File: config.mk
export PLATFORM = sky130hd
export DESIGN_NAME = transmisor_pin
export DESIGN_NICKNAME = d
export VERILOG_FILES = /design/src/rtl/transmisor_pin.sv
export SDC_FILE = /design/constraint.sdc
export NUM_CORES = 1
export LEC_CHECK = 0
export CORE_ASPECT_RATIO = 1.2
export CORE_MARGIN = 2
export CORE_UTILIZATION = 30
export DETAILED_ROUTE_END_ITERATION = 8
export GPL_TIMING_DRIVEN = 0
export PLACE_DENSITY = 0.46
export SLEW_MARGIN = 20
export SYNTH_ARGS = -nofsm -noshare
export SYNTH_HDL_FRONTEND = slang
export SYNTH_SLANG_ARGS = --single-unit
File: constraint.sdc
create_clock -name clk -period 2.6 [get_ports clk]
set_input_delay 0.26 -clock clk [delete_from_list [all_inputs] [get_ports clk]]
set_output_delay 0.26 -clock clk [all_outputs]
set_load 0.005 [all_outputs]
File: src/rtl/transmisor_pin.sv
// transmisor_pin: card/keypad front end for the automatic cashier.
// Detects card insertion, captures N_DIGITS keypad digits into a local
// buffer, streams them to the cashier over a valid/ready handshake and
// holds the session until the cashier raises fin.
// Optional build macro: PIN_BORRAR_EN enables the editing keys
// (4'hA = backspace, 4'hB = clear entry) during capture.
module transmisor_pin #(
  parameter int N_DIGITS = 4,
  parameter int TIMEOUT  = 255
) (
  input  logic       clk,
  input  logic       reset,
  input  logic       tarjeta_insertada,
  input  logic       tecla_valida,
  input  logic [3:0] tecla,
  input  logic       digito_listo,
  input  logic       fin,
  output logic       tarjeta_recibida,
  output logic [3:0] digito,
  output logic       digito_valido,
  output logic       pin_enviado,
  output logic       error_tecla,
  output logic       abortado
);

  localparam int CNT_W = $clog2(N_DIGITS + 1);
  localparam int TMO_W = $clog2(TIMEOUT + 1);
  localparam int BUF_W = 4 * N_DIGITS;

  localparam logic [CNT_W-1:0] CNT_FULL = CNT_W'(N_DIGITS);
  localparam logic [CNT_W-1:0] CNT_LAST = CNT_W'(N_DIGITS - 1);
  localparam logic [CNT_W-1:0] CNT_ZERO = {CNT_W{1'b0}};
  localparam logic [CNT_W-1:0] CNT_ONE  = CNT_W'(1);
  localparam logic [TMO_W-1:0] TMO_LIM  = TMO_W'(TIMEOUT);
  localparam logic [TMO_W-1:0] TMO_ZERO = {TMO_W{1'b0}};
  localparam logic [TMO_W-1:0] TMO_MAX  = {TMO_W{1'b1}};
  localparam logic [BUF_W-1:0] BUF_ZERO = {BUF_W{1'b0}};

  // One-hot session states; the spare code is illegal and recovers to idle.
  typedef enum logic [4:0] {
    ST_IDLE       = 5'b00001,
    ST_CAPTURA    = 5'b00010,
    ST_ENVIO      = 5'b00100,
    ST_ESPERA_FIN = 5'b01000,
    ST_SPARE      = 5'b10000
  } state_t;

  state_t           state_q, state_d;
  logic [BUF_W-1:0] buffer_q, buffer_d;
  logic [CNT_W-1:0] count_q, count_d;
  logic [CNT_W-1:0] idx_q, idx_d;
  logic [TMO_W-1:0] tmo_q, tmo_d;
  logic             tarjeta_recibida_q, tarjeta_recibida_d;
  logic [3:0]       digito_q, digito_d;
  logic             digito_valido_q, digito_valido_d;
  logic             pin_enviado_q, pin_enviado_d;
  logic             error_tecla_q, error_tecla_d;
  logic             abortado_q, abortado_d;

  logic             key_digit;
  logic             tmo_clear;
  logic [TMO_W-1:0] tmo_inc;

  // Read the 4-bit slot idx out of the digit buffer.
  function automatic logic [3:0] digit_at(input logic [BUF_W-1:0] buf_v,
                                          input logic [CNT_W-1:0] idx);
    logic [3:0] d;
    d = 4'h0;
    for (int k = 0; k < N_DIGITS; k++) begin
      if (idx == CNT_W'(k)) begin
        d = buf_v[k*4 +: 4];
      end
    end
    return d;
  endfunction

  // Return a copy of the buffer with slot idx replaced by val.
  function automatic logic [BUF_W-1:0] digit_set(input logic [BUF_W-1:0] buf_v,
                                                 input logic [CNT_W-1:0] idx,
                                                 input logic [3:0]       val);
    logic [BUF_W-1:0] r;
    r = buf_v;
    for (int k = 0; k < N_DIGITS; k++) begin
      if (idx == CNT_W'(k)) begin
        r[k*4 +: 4] = val;
      end
    end
    return r;
  endfunction

  // Key classification and saturating inter-key idle counter increment.
  always_comb begin
    key_digit = (tecla <= 4'd9);
    if (tmo_q == TMO_MAX) begin
      tmo_inc = tmo_q;
    end else begin
      tmo_inc = tmo_q + TMO_W'(1);
    end
  end

  // Next-state and next-output logic for the session FSM and datapath.
  always_comb begin
    state_d            = state_q;
    buffer_d           = buffer_q;
    count_d            = count_q;
    idx_d              = idx_q;
    tmo_d              = tmo_q;
    digito_d           = 4'h0;
    digito_valido_d    = 1'b0;
    pin_enviado_d      = 1'b0;
    error_tecla_d      = 1'b0;
    abortado_d         = 1'b0;
    tmo_clear          = 1'b0;
    tarjeta_recibida_d = 1'b0;

    case (state_q)
      ST_IDLE: begin
        buffer_d = BUF_ZERO;
        count_d  = CNT_ZERO;
        idx_d    = CNT_ZERO;
        tmo_d    = TMO_ZERO;
        if (tarjeta_insertada) begin
          state_d = ST_CAPTURA;
        end else begin
          state_d = ST_IDLE;
        end
      end

      ST_CAPTURA: begin
        if (!tarjeta_insertada) begin
          // Card pulled: dominates any key or timeout in the same cycle.
          state_d    = ST_IDLE;
          abortado_d = 1'b1;
          buffer_d   = BUF_ZERO;
          count_d    = CNT_ZERO;
          tmo_d      = TMO_ZERO;
        end else if (count_q == CNT_FULL) begin
          // Entry complete: further keys are ignored, start offering digit 0.
          state_d         = ST_ENVIO;
          idx_d           = CNT_ZERO;
          tmo_d           = TMO_ZERO;
          digito_valido_d = 1'b1;
          digito_d        = digit_at(buffer_q, CNT_ZERO);
        end else begin
          if (tecla_valida && key_digit) begin
            buffer_d  = digit_set(buffer_q, count_q, tecla);
            count_d   = count_q + CNT_ONE;
            tmo_clear = 1'b1;
`ifdef PIN_BORRAR_EN
          end else if (tecla_valida && (tecla == 4'hA)) begin
            // Backspace; on an empty entry it has no effect at all.
            if (count_q != CNT_ZERO) begin
              count_d   = count_q - CNT_ONE;
              buffer_d  = digit_set(buffer_q, count_q - CNT_ONE, 4'h0);
              tmo_clear = 1'b1;
            end else begin
              tmo_clear = 1'b0;
            end
          end else if (tecla_valida && (tecla == 4'hB)) begin
            count_d  = CNT_ZERO;
            buffer_d = BUF_ZERO;
`endif
          end else if (tecla_valida) begin
            error_tecla_d = 1'b1;
          end else begin
            error_tecla_d = 1'b0;
          end

          if (tmo_clear) begin
            tmo_d = TMO_ZERO;
          end else if (tmo_inc == TMO_LIM) begin
            // Too long without an accepted digit: drop the session.
            state_d       = ST_IDLE;
            abortado_d    = 1'b1;
            error_tecla_d = 1'b0;
            buffer_d      = BUF_ZERO;
            count_d       = CNT_ZERO;
            tmo_d         = TMO_ZERO;
          end else begin
            tmo_d = tmo_inc;
          end
        end
      end

      ST_ENVIO: begin
        if (!tarjeta_insertada) begin
          // Card pulled: dominates a transfer in the same cycle.
          state_d    = ST_IDLE;
          abortado_d = 1'b1;
          buffer_d   = BUF_ZERO;
          count_d    = CNT_ZERO;
          idx_d      = CNT_ZERO;
        end else if (digito_valido_q && digito_listo) begin
          if (idx_q == CNT_LAST) begin
            state_d       = ST_ESPERA_FIN;
            pin_enviado_d = 1'b1;
          end else begin
            idx_d           = idx_q + CNT_ONE;
            digito_valido_d = 1'b1;
            digito_d        = digit_at(buffer_q, idx_q + CNT_ONE);
          end
        end else begin
          // Receiver not ready: hold the offered digit.
          digito_valido_d = 1'b1;
          digito_d        = digit_at(buffer_q, idx_q);
        end
      end

      ST_ESPERA_FIN: begin
        // Only fin ends the session here; card removal is ignored.
        if (fin) begin
          state_d  = ST_IDLE;
          buffer_d = BUF_ZERO;
          count_d  = CNT_ZERO;
          idx_d    = CNT_ZERO;
        end else begin
          state_d = ST_ESPERA_FIN;
        end
      end

      default: begin
        state_d  = ST_IDLE;
        buffer_d = BUF_ZERO;
        count_d  = CNT_ZERO;
        idx_d    = CNT_ZERO;
        tmo_d    = TMO_ZERO;
      end
    endcase

    tarjeta_recibida_d = (state_d == ST_CAPTURA) || (state_d == ST_ENVIO) ||
                         (state_d == ST_ESPERA_FIN);
  end

  // State, datapath and registered outputs with asynchronous reset.
  always_ff @(posedge clk or negedge reset) begin
    if (!reset) begin
      state_q            <= ST_IDLE;
      buffer_q           <= BUF_ZERO;
      count_q            <= CNT_ZERO;
      idx_q              <= CNT_ZERO;
      tmo_q              <= TMO_ZERO;
      tarjeta_recibida_q <= 1'b0;
      digito_q           <= 4'h0;
      digito_valido_q    <= 1'b0;
      pin_enviado_q      <= 1'b0;
      error_tecla_q      <= 1'b0;
      abortado_q         <= 1'b0;
    end else begin
      state_q            <= state_d;
      buffer_q           <= buffer_d;
      count_q            <= count_d;
      idx_q              <= idx_d;
      tmo_q              <= tmo_d;
      tarjeta_recibida_q <= tarjeta_recibida_d;
      digito_q           <= digito_d;
      digito_valido_q    <= digito_valido_d;
      pin_enviado_q      <= pin_enviado_d;
      error_tecla_q      <= error_tecla_d;
      abortado_q         <= abortado_d;
    end
  end

  assign tarjeta_recibida = tarjeta_recibida_q;
  assign digito           = digito_q;
  assign digito_valido    = digito_valido_q;
  assign pin_enviado      = pin_enviado_q;
  assign error_tecla      = error_tecla_q;
  assign abortado         = abortado_q;

endmodule

After elaboration in Yosys (flattened, before gate mapping)
Cells that the tools add are included.
W data, S select, Z words.
{ "classes": {"add_sub_neg": 3, "n_lt_le_gt_ge": 1, "mux": 83, "eq_ne": 26, "n_reduce_logical": 10} }
{ "op_table": {"columns": ["op", "n"], "rows": [
  ["$mux W16", 7],
  ["$mux W4", 18],
  ["$pmux W16 S3", 1],
  ["$mux W8", 5],
  ["$mux W3", 12],
  ["$mux W5", 7],
  ["$mux W1", 25],
  ["$pmux W5 S4", 1],
  ["$eq A3 B2 Y1 const B", 6],
  ["$pmux W3 S3", 2],
  ["$eq A8 B8 Y1 const B", 2],
  ["$pmux W8 S2", 1],
  ["$eq A5 B2 Y1 const B", 2],
  ["$eq A5 B3 Y1 const B", 2],
  ["$eq A5 B4 Y1 const B", 2],
  ["$eq A3 B1 Y1 const B", 3],
  ["$logic_not A3 Y1", 3],
  ["$ne A3 B3 Y1 const B", 3],
  ["$add A8 B1 Y8 const B", 1],
  ["$ne A2 B2 Y1 const B", 4],
  ["$pmux W4 S2", 1],
  ["$add A3 B1 Y3 const B", 2],
  ["$eq A5 B1 Y1 const B", 1],
  ["$reduce_and A5 Y1", 1],
  ["8 further kinds", 11]
]} }
{ "totals": {"regBits": 44, "in_bits": 10} }

Logic depth before layout (Yosys ltp)
Gate-level depths: netlist of the first run.
{ "logic_depth": {"ltp_word": 13, "ltp_mapped": 8, "mapped_depth_nobuf": 7} }

Least setup slack after synthesis of the first run
OpenSTA, ideal clock, no wires.
{ "synth_timing": {"kind": "reg2reg", "from": "register tmo_q[0]", "to": "register count_q[2]", "stages_incl_launch_ff": 9, "synth_period_minus_slack_ns": 1.946, "slack_ns": 0.654, "setup_ns": 0.131, "n_path_buf": 2, "arrival_time_ns": 1.815, "path_cell_list": "dfrtp_1 -> ha_1 -> buf_2 -> xnor2_1 -> o22ai_2 -> o2111ai_2 -> nor3_4 -> buf_6 -> o22ai_2"} }
{ "synth_via": {"elab_chain_len": 8, "word_cells_on_any_way": 9} }
{ "synth_lines": {"columns": ["item", "line", "rtl"], "rows": [
  ["from (decl)", "52", "logic [TMO_W-1:0] tmo_q, tmo_d;"],
  ["from (signal assigned)", "253", "tmo_q <= tmo_d;"],
  ["$add A8 B1 Y8 or $eq A8 B8 Y1 (tied branches)", "97, 94", null],
  ["$mux W8 (*)", "94", "if (tmo_q == TMO_MAX) begin"],
  ["$eq A8 B8 Y1 (*)", "171", "end else if (tmo_inc == TMO_LIM) begin"],
  ["$mux W3 (*)", "171", null],
  ["$mux W3 (*)", "169", "if (tmo_clear) begin"],
  ["$mux W3 (*)", "137", "end else if (count_q == CNT_FULL) begin"],
  ["$mux W3 (*)", "130", "if (!tarjeta_insertada) begin"],
  ["$pmux W3 S3 (*)", "116", "case (state_q)"],
  ["to (signal assigned)", "251", "count_q <= count_d;"],
  ["to (decl)", "50", "logic [CNT_W-1:0] count_q, count_d;"]
]} }
Every way passes the cells marked *; elsewhere a longest branch is shown, timed or not. The select of a mux whose other input is x is not followed.
A chain may end at the register's enable or synchronous reset.

Worst setup path in the final report of the first run
{ "layout_timing": {"from": "register tmo_q[0]", "to": "register tmo_q[2]"} }
{ "layout_via": {"elab_chain_len": 8, "word_cells_on_any_way": 9} }
{ "layout_lines": {"columns": ["item", "line"], "rows": [
  ["$add A8 B1 Y8 or $eq A8 B8 Y1 (tied branches)", "97, 94"],
  ["$mux W8 (*)", "94"],
  ["$eq A8 B8 Y1", "171"],
  ["$mux W8 (*)", "171"],
  ["$mux W8 (*)", "169"],
  ["$mux W8 (*)", "137"],
  ["$mux W8 (*)", "130"],
  ["$pmux W8 S2 (*)", "116"]
]} }
Every way passes the cells marked *; elsewhere a longest branch is shown, timed or not.

==> results.yml, run 1 <==
detailed_routing:
  drt_iter0_drc: 103
  viasPerCell: 5.368
  ant_nets: 0
  drc_errors: 0
  wl_um: 7683
  route.detailed.wl_per_inst_um: 16.14
  dr.pass1.iters: 4
  vias: 2555
worst_setup_path:
  required_ps: 2740
  ff2ff_setup_slack_ps: 270
  worstSetupPathType: "reg2reg"
  r2r_cells: 7
  startpoint_type: "flop"
  r2r-end: "tmo_q[2]$_DFFE_PN0N_"
  r2r_start: "tmo_q[0]$_DFFE_PN0N_"
  critPathMaxFanout: 8
  cp.arrival_ps: 2480
  end_kind: "flop"
floorplan:
  die_x_um: 93.86
  fp.dieH_um: 111.8
  start_util_pct: 30.70
  die_area_sq_um: 10500
  pin_count: 19
  num_rows: 39
  core_area_sq_um: 9467
pwr:
  p_leak_nw: 1.353
  ir_drop_v: 0.0001897
  total_power_mw: 1.481
  power_density_nw_per_um2: 431.9
cts:
  numCtsBuffers: 5
  clockRootBuffer: "clkbuf_16"
  path_clk_slew_ps: 70
  clockBufferDepth: 2
  clock_latency_ps: 280
  cts.sinks: 44
  htree_levels: 2
  cts_tree: "yes"
status:
  outcome: "finished, final reports clean"
synthesis:
  syn-cell-area_sq_um: 2907
  synthFlopType: "dfrtp_1"
  syn-num-nets: 347
  synth_cells: 325
  ys_seq_elements: 44
  ys_types: 57
  synthTopCellsByArea: "dfrtp_1, nand2_1, nand3_1, ha_1, o21ai_2"
  ys_seq_area_share_pct: 37.93
  yosysTopAreaCell: "dfrtp_1"
  syn_area_per_cell_sq_um: 8.943
  synth_commonest_cells: "nand2_1, dfrtp_1, nand3_1"
  synth.most_common_cell: "nand2_1"
  synth_top_cell_area_share_pct: 37.02
  yosys_warnings: 0
  synth_edf_count: 0
  async_flop_share_pct: 100.0
timing:
  skew_ps: 6.393
  rsz0062_at_grt: "no"
  maxSlewViolCount: 0
  relSlewSlack_pct: 63.46
  hold_violations: 0
  fin_tns_setup_ps: 0
  setup_viol: 0
  fin_crit_sh_pct: 89.76
  fmax_ghz: 0.4285
  max_slew.worst_pin.slew_ps: 546.0
  fin_crit_ps: 2334
placed_design:
  place_area_sq_um: 3256
  globalplace.congestion: 0.8441
  place_hpwl_um: 5900
  port-buffer-count: 18
layout:
  multi_input_area_sq_um: 1670
  area_delta_synth_final_pct: 17.99
  nNetsFinal: 374
  fin_area_sq_um: 3430
  area.sequential_sq_um: 1102
  nFillCells: 1003
  diodes: 0
  drive_gt1_share_pct: 15.01
hold_path:
  min_path_type: "in2async"
global_route:
  grt_pass1_wl_um: 13080
  gr-total-overflow: 0
  grt_max_degree: 24
  grt_util_all_layers_pct: 15.61
  antenna_found_initial: 0
  grt_pass1_vias: 2550
run:
  max_cap_violations: 0
## per-stage QoR
step	utilization, %	std cells	hold WS [ps]	worst slack (ps)
after floorplan	-	325	-35.59	654.0
after global placement	34.23	466	549.3	-139.8
after detailed placement	34.39	467	284.2	280.8
after CTS	36.23	476	513.3	244.2
after global routing	36.23	476	547.5	39.73
final	36.23	476	486.3	266.2
## power breakdown
| group | internal, mW | switching [mW] |
|---|---|---|
| clock | 0.452 | 0.261 |
| combinational | 0.0302 | 0.0412 |
| sequential | 0.690 | 0.00695 |
| total | 1.17 | 0.309 |
## how the worst max path moves through the flow
stage                         startpoint                          to  slack, ps  cells after the start
floorplan           tmo_q[0]$_DFFE_PN0N_      count_q[2]$_DFFE_PN0P_        650                      8
global placement                   reset  tarjeta_recibida$_DFF_PN0_       -140                      1
detailed placement  tmo_q[0]$_DFFE_PN0N_        tmo_q[2]$_DFFE_PN0N_        280                      7
CTS                 tmo_q[0]$_DFFE_PN0N_       error_tecla$_DFF_PN0_        240                      7
global route        tmo_q[0]$_DFFE_PN0N_        tmo_q[1]$_DFFE_PN0N_         40                      7
finish              tmo_q[0]$_DFFE_PN0N_        tmo_q[2]$_DFFE_PN0N_        270                      7
## area by class of cell
class                   instances  area share, %
inverters                      11          1.204
clock inverters                 2          1.022
multi-input cells             255          48.70
clock buffers                   6          3.758
flip-flops and latches         44          32.14
plain buffers                  15          2.700
well taps                     123          4.487
repair buffers                 20          5.983
## layout by cell type, fill, tap and decap left out, drive strengths merged, types with 7 or more instances in the layout
| master | n |
|---|---|
| nand2b | 7 |
| o22ai | 9 |
| inv | 11 |
| ha | 12 |
| o21ai | 41 |
| clkbuf | 9 |
| dfrtp | 43 |
| clkdlybuf4s50 | 17 |
| nand2 | 48 |
| a21oi | 9 |
| and3 | 7 |
| o211ai | 12 |
| buf | 14 |
| nor2 | 17 |
| nand3 | 34 |
## worst max-delay path, cell delays in order (launching register included)
cell	delay, ps
dfrtp_1	500
ha_1	190
buf_2	170
nand4_1	200
nand4b_1	200
o2111ai_2	260
nor2_1	520
o31ai_1	150
## repair_timing
| action | in CTS | in global routing |
|---|---|---|
| resized for setup | 0 | 0 |
| setup endpoints to repair | 0 | 0 |
| setup buffers | 0 | 0 |
| hold endpoints to repair | 21 | 0 |
| hold buffers | 1 | 0 |
## per-layer routing
layer | share of wire, % | GRT usage (%)
met4 | 1.7 | 4.541
met1 | 45 | 19.81
met3 | 2.4 | 2.503
met2 | 51 | 27.10
met5 | 0 | 0
## sequential cells by signal, summed over array words and instances, names as in the netlist, 3 cells and up
| register | cells |
|---|---|
| digito | 4 |
| idx_q | 3 |
| count_q | 3 |
| state_q | 5 |
| buffer_q | 16 |
| tmo_q | 8 |
## cell families (layout without fill, tap and decap cells)
group / count (synthesis) / in the layout / share of synthesized area, %
AND/OR/NAND/NOR: 143 / 143 / 26.43
multiplexers: 3 / 3 / 1.162
flip-flops: 44 / 44 / 37.93
buffers and inverters: 26 / 54 / 4.606
XOR/XNOR: 3 / 3 / 0.9042
other: 1 / 1 / 0.1290
AO/OA/AOI/OAI: 93 / 93 / 23.68
adder cells (fa/ha/maj): 12 / 12 / 5.166
(Power assumes the default switching activity.)
==> inputs of run 2 (changes only) <==
--- a/config.mk
+++ b/config.mk
@@ -5,7 +5,7 @@
 export SDC_FILE = /design/constraint.sdc
 export NUM_CORES = 1
 export LEC_CHECK = 0
-export CORE_ASPECT_RATIO = 1.2
+export CORE_ASPECT_RATIO = 1.75
 export CORE_MARGIN = 2
 export CORE_UTILIZATION = 30
 export DETAILED_ROUTE_END_ITERATION = 8
==> results.yml, run 2 (synthesis gave the netlist of run 1 again) <==
status:
  outcome: "finished, final reports clean"
floorplan:
  fp.dieH_um: 134.2
  num_rows: 47
  core_area_sq_um: 9468
  pin_count: 19
  die_area_sq_um: 10520
  start_util_pct: 30.70
  die_x_um: 78.41
timing:
  fmax_ghz: 0.4260
  fin_tns_setup_ps: 0
  hold_violations: 0
  rsz0062_at_grt: "no"
  holdWs_ps: 467.5
  setup_viol: 0
  max_slew.worst_pin.slew_ps: 562.3
  relSlewSlack_pct: 62.31
  layout_setup_ws_ps: 252.4
  skew_ps: 4.521
  fin_crit_sh_pct: 90.29
  fin_crit_ps: 2348
  maxSlewViolCount: 0
worst_setup_path:
  crit_slowest_cell: "dfrtp_1"
  worstSetupPathType: "reg2reg"
  cp_top_family: "simple AND/OR/NAND/NOR gates"
  cp.arrival_ps: 2510
  r2r_cells: 8
  startpoint_type: "flop"
  critPathMaxFanout: 10
  crit_chain: "ha_1 > buf_2 > nand4_1 > nand4b_1 > o2111ai_2 > nor3_4 > buf_6 > o22ai_2"
  critical_path_depth: 8
  critPathLaunch: "tmo_q[0]$_DFFE_PN0N_"
  r2r_start: "tmo_q[0]$_DFFE_PN0N_"
  critPathBufInv: 2
  required_ps: 2770
  end_kind: "flop"
  cp_slowest_stage_delay_ps: 490
cts:
  clockBufferDepth: 2
  cts_tree: "yes"
  htree_levels: 2
  post_cts_buffers: 0
  clockRootBuffer: "clkbuf_16"
  path_clk_slew_ps: 60
  cts.sinks: 44
  numCtsBuffers: 5
  clock_latency_ps: 290
detailed_routing:
  ant_nets: 0
  route.detailed.wl_per_inst_um: 17.11
  viasPerCell: 5.408
  dr.pass1.iters: 4
  drc_errors: 0
  drt_iter0_drc: 104
  vias: 2569
  wl_um: 8126
placed_design:
  place_hpwl_um: 6252
  dpl.cell_count: 466
  globalplace.congestion: 0.8723
  dp_slack_ps: 222.5
  port-buffer-count: 18
  place_area_sq_um: 3254
layout:
  finalNonFillerCells: 475
  nNetsFinal: 374
  fin_area_sq_um: 3431
  diodes: 0
  nFillCells: 984
  area_delta_synth_final_pct: 18.04
  drive_gt1_share_pct: 15.30
  layout_common_cells: "nand2_1, dfrtp_1, nand3_1"
  top_register: "buffer_q"
  largest_reg_flops: 16
  mostFrequentLayoutCell: "nand2_1"
  largestRegisters: "buffer_q x16, tmo_q x8, state_q x5"
  fin_util_pct: 36.24
global_route:
  grt_max_degree: 28
  grt_pass1_wl_um: 13630
  grt_pass1_vias: 2625
  grt_util_all_layers_pct: 16.59
  antenna_found_initial: 0
  gr-total-overflow: 0
pwr:
  p_leak_nw: 1.353
  total_power_mw: 1.498
  ir_drop_v: 0.0002088
  power_density_nw_per_um2: 436.7
hold_path:
  min_path_type: "in2async"
run:
  max_cap_violations: 0
[run 2: cell types whose count changed in the layout (fill, tap and decap cells not counted)]
| cell | before | now |
|---|---|---|
| nor2_1 | 16 | 15 |
| nor2_2 | 0 | 1 |
[run 2: layer usage]
metal | GRT usage (%) | up-vias | routed length, um
li1 | - | 1236 | -
met1 | 17.73 | 1253 | 3108
met3 | 2.490 | 22 | 223
met4 | 7.700 | 0 | 308
met2 | 31.27 | 58 | 4485
met5 | 0 | - | 0
[run 2: power by group]
group          switching (mW)  internal, mW  leakage, nW
sequential            0.00679         0.690        0.608
combinational          0.0423        0.0302        0.664
clock                   0.277         0.453       0.0808
total                   0.326          1.17         1.35
[run 2: worst paths after layout]
path                                         endpoint  slack (ps)
setup / recovery               count_q[2]$_DFFE_PN0P_         250
hold / removal                buffer_q[7]$_DFFE_PN0P_         470
setup reg to reg               count_q[2]$_DFFE_PN0P_         250
hold reg to reg            tarjeta_recibida$_DFF_PN0_         560
max in group asynchronous        state_q[0]$_DFF_PN1_        1540
min in group clk           tarjeta_recibida$_DFF_PN0_         560
[run 2: area by class of cell]
class                           count  area (sq um)  area share (%)
Sequential cell                    44          1102           32.13
Timing Repair Buffer               20         205.2           5.981
Clock buffer                        6         128.9           3.756
Multi-Input combinational cell    255          1673           48.76
Inverter                           11         41.29           1.204
Tap cell                          122         152.6           4.449
Buffer                             15         92.59           2.699
Clock inverter                      2         35.03           1.021
[run 2: what timing repair did]
action,CTS,global route
resized for setup,0,1
hold buffers,1,0
hold endpoints to repair,17,0
setup endpoints to repair,0,5
==> inputs of run 3 (changes only) <==
--- a/config.mk
+++ b/config.mk
@@ -11,7 +11,6 @@
 export DETAILED_ROUTE_END_ITERATION = 8
 export GPL_TIMING_DRIVEN = 0
 export PLACE_DENSITY = 0.46
-export SLEW_MARGIN = 20
 export SYNTH_ARGS = -nofsm -noshare
 export SYNTH_HDL_FRONTEND = slang
 export SYNTH_SLANG_ARGS = --single-unit
==> results.yml, run 3 (synthesis gave the netlist of run 1 again) <==
pwr:
  p_int_mw: 1.172
  power_density_nw_per_um2: 437.0
  ir_drop_v: 0.0002118
  pwr-share-clk_pct: 48.8
  p_comb_share_pct: 4.8
  switching_share_pct: 21.80
  pwr-share-seq_pct: 46.4
  p_switching_mw: 0.3268
  p_leak_nw: 1.353
layout:
  largestRegisters: "buffer_q x16, tmo_q x8, state_q x5"
  largest_reg_flops: 16
  area.sequential_sq_um: 1102
  nNetsFinal: 374
  multi_input_area_sq_um: 1673
  diodes: 0
  nFillCells: 990
  mostFrequentLayoutCell: "nand2_1"
  fin_area_sq_um: 3431
  drive_gt1_share_pct: 15.30
  finalNonFillerCells: 475
  top_register: "buffer_q"
  area_delta_synth_final_pct: 18.04
  layout_common_cells: "nand2_1, dfrtp_1, nand3_1"
timing:
  layout_setup_ws_ps: 279.7
  fin_crit_ps: 2320
  maxSlewViolCount: 0
  holdWs_ps: 413.8
  rsz0062_at_grt: "no"
  fin_tns_setup_ps: 0
  fin_crit_sh_pct: 89.24
  setup_viol: 0
  relSlewSlack_pct: 60.24
  skew_ps: 3.012
  hold_violations: 0
  max_slew.worst_pin.slew_ps: 593.2
  fmax_ghz: 0.4310
global_route:
  grt_pass1_vias: 2567
  grt_pass1_wl_um: 13390
  grt_util_all_layers_pct: 16.33
  grt_max_degree: 32
  antenna_found_initial: 0
  gr-total-overflow: 0
detailed_routing:
  drt_iter0_drc: 116
  viasPerCell: 5.314
  dr.pass1.iters: 6
  wl_um: 8100
  vias: 2524
  drc_errors: 0
  ant_nets: 0
  route.detailed.wl_per_inst_um: 17.05
worst_setup_path:
  cp.arrival_ps: 2480
  critPathMaxFanout: 8
  required_ps: 2760
  startpoint_type: "flop"
  worstSetupPathType: "reg2reg"
  end_kind: "flop"
  r2r_cells: 7
cts:
  clockBufferDepth: 2
  cts.sinks: 44
  htree_levels: 2
  numCtsBuffers: 5
  path_clk_slew_ps: 60
  clockRootBuffer: "clkbuf_16"
  clock_latency_ps: 290
  cts_tree: "yes"
placed_design:
  place_hpwl_um: 6280
  dpl.cell_count: 466
  globalplace.congestion: 0.8723
  place_area_sq_um: 3254
  port-buffer-count: 18
  dp_slack_ps: 240.4
floorplan:
  fp.dieH_um: 134.2
  core_area_sq_um: 9468
  die_x_um: 78.41
  num_rows: 47
  die_area_sq_um: 10520
  pin_count: 19
  start_util_pct: 30.70
run:
  max_cap_violations: 0
hold_path:
  min_path_type: "in2async"
status:
  outcome: "finished, final reports clean"
## run 3: cell counts in the layout (fill, tap and decap cells not counted)
No cell type changed its count.
## run 3: final cells by class
| type | instances | share of cell area [%] |
|---|---|---|
| inverters | 11 | 1.204 |
| multi-input cells | 255 | 48.76 |
| clock buffers | 6 | 3.756 |
| flip-flops and latches | 44 | 32.13 |
| well taps | 122 | 4.449 |
| repair buffers | 20 | 5.981 |
| plain buffers | 15 | 2.699 |
| clock inverters | 2 | 1.021 |
## run 3: worst paths after layout
kind,slack [ps],end,start
worst max register to register,280,error_tecla$_DFF_PN0_,tmo_q[0]$_DFFE_PN0N_
worst min register to register,570,buffer_q[13]$_DFFE_PN0P_,buffer_q[13]$_DFFE_PN0P_
worst min-delay path,410,buffer_q[4]$_DFFE_PN0P_,reset
min in group clk,570,buffer_q[13]$_DFFE_PN0P_,buffer_q[13]$_DFFE_PN0P_
worst max-delay path,280,error_tecla$_DFF_PN0_,tmo_q[0]$_DFFE_PN0N_
max in group asynchronous,1610,state_q[0]$_DFF_PN1_,reset
## run 3: power groups by stage
stage | Sequential, mW | Clock [mW] | Combinational, mW
2_1_floorplan | 0.708 | 0 | 0.0261
3_3_place_gp | 0.709 | 0 | 0.0700
3_5_place_dp | 0.709 | 0 | 0.0727
4_1_cts | 0.696 | 0.751 | 0.0741
5_1_grt | 0.697 | 0.773 | 0.0800
6_report | 0.696 | 0.731 | 0.0719
## run 3: worst max-delay path, stage by stage, from the launching register on
cell,delay [ps]
dfrtp_1,470
ha_1,240
buf_2,160
nand2_1,150
nor3_1,90
nor3_2,520
nor2_2,190
nor4_1,360
## run 3: metal layers
layer  part of all wire, %  up-vias  global-route usage, %
met3                   2.4       16                  2.557
met5                     0        -                      0
li1                      -     1242                      -
met2                    56       44                  30.99
met1                    39     1222                  17.47
met4                   3.0        0                  7.018
## run 3: through the flow
stage / power [mW] / util, %
after floorplan: 0.7341 / -
after global placement: 0.7790 / 34.21
after detailed placement: 0.7821 / 34.37
after CTS: 1.522 / 36.21
after global routing: 1.550 / 36.24
final: 1.499 / 36.24
## run 3: what timing repair did
item	CTS	global route
setup buffers	0	0
hold endpoints to repair	13	0
setup endpoints to repair	0	3
gates resized for setup	0	1
hold buffers	1	0
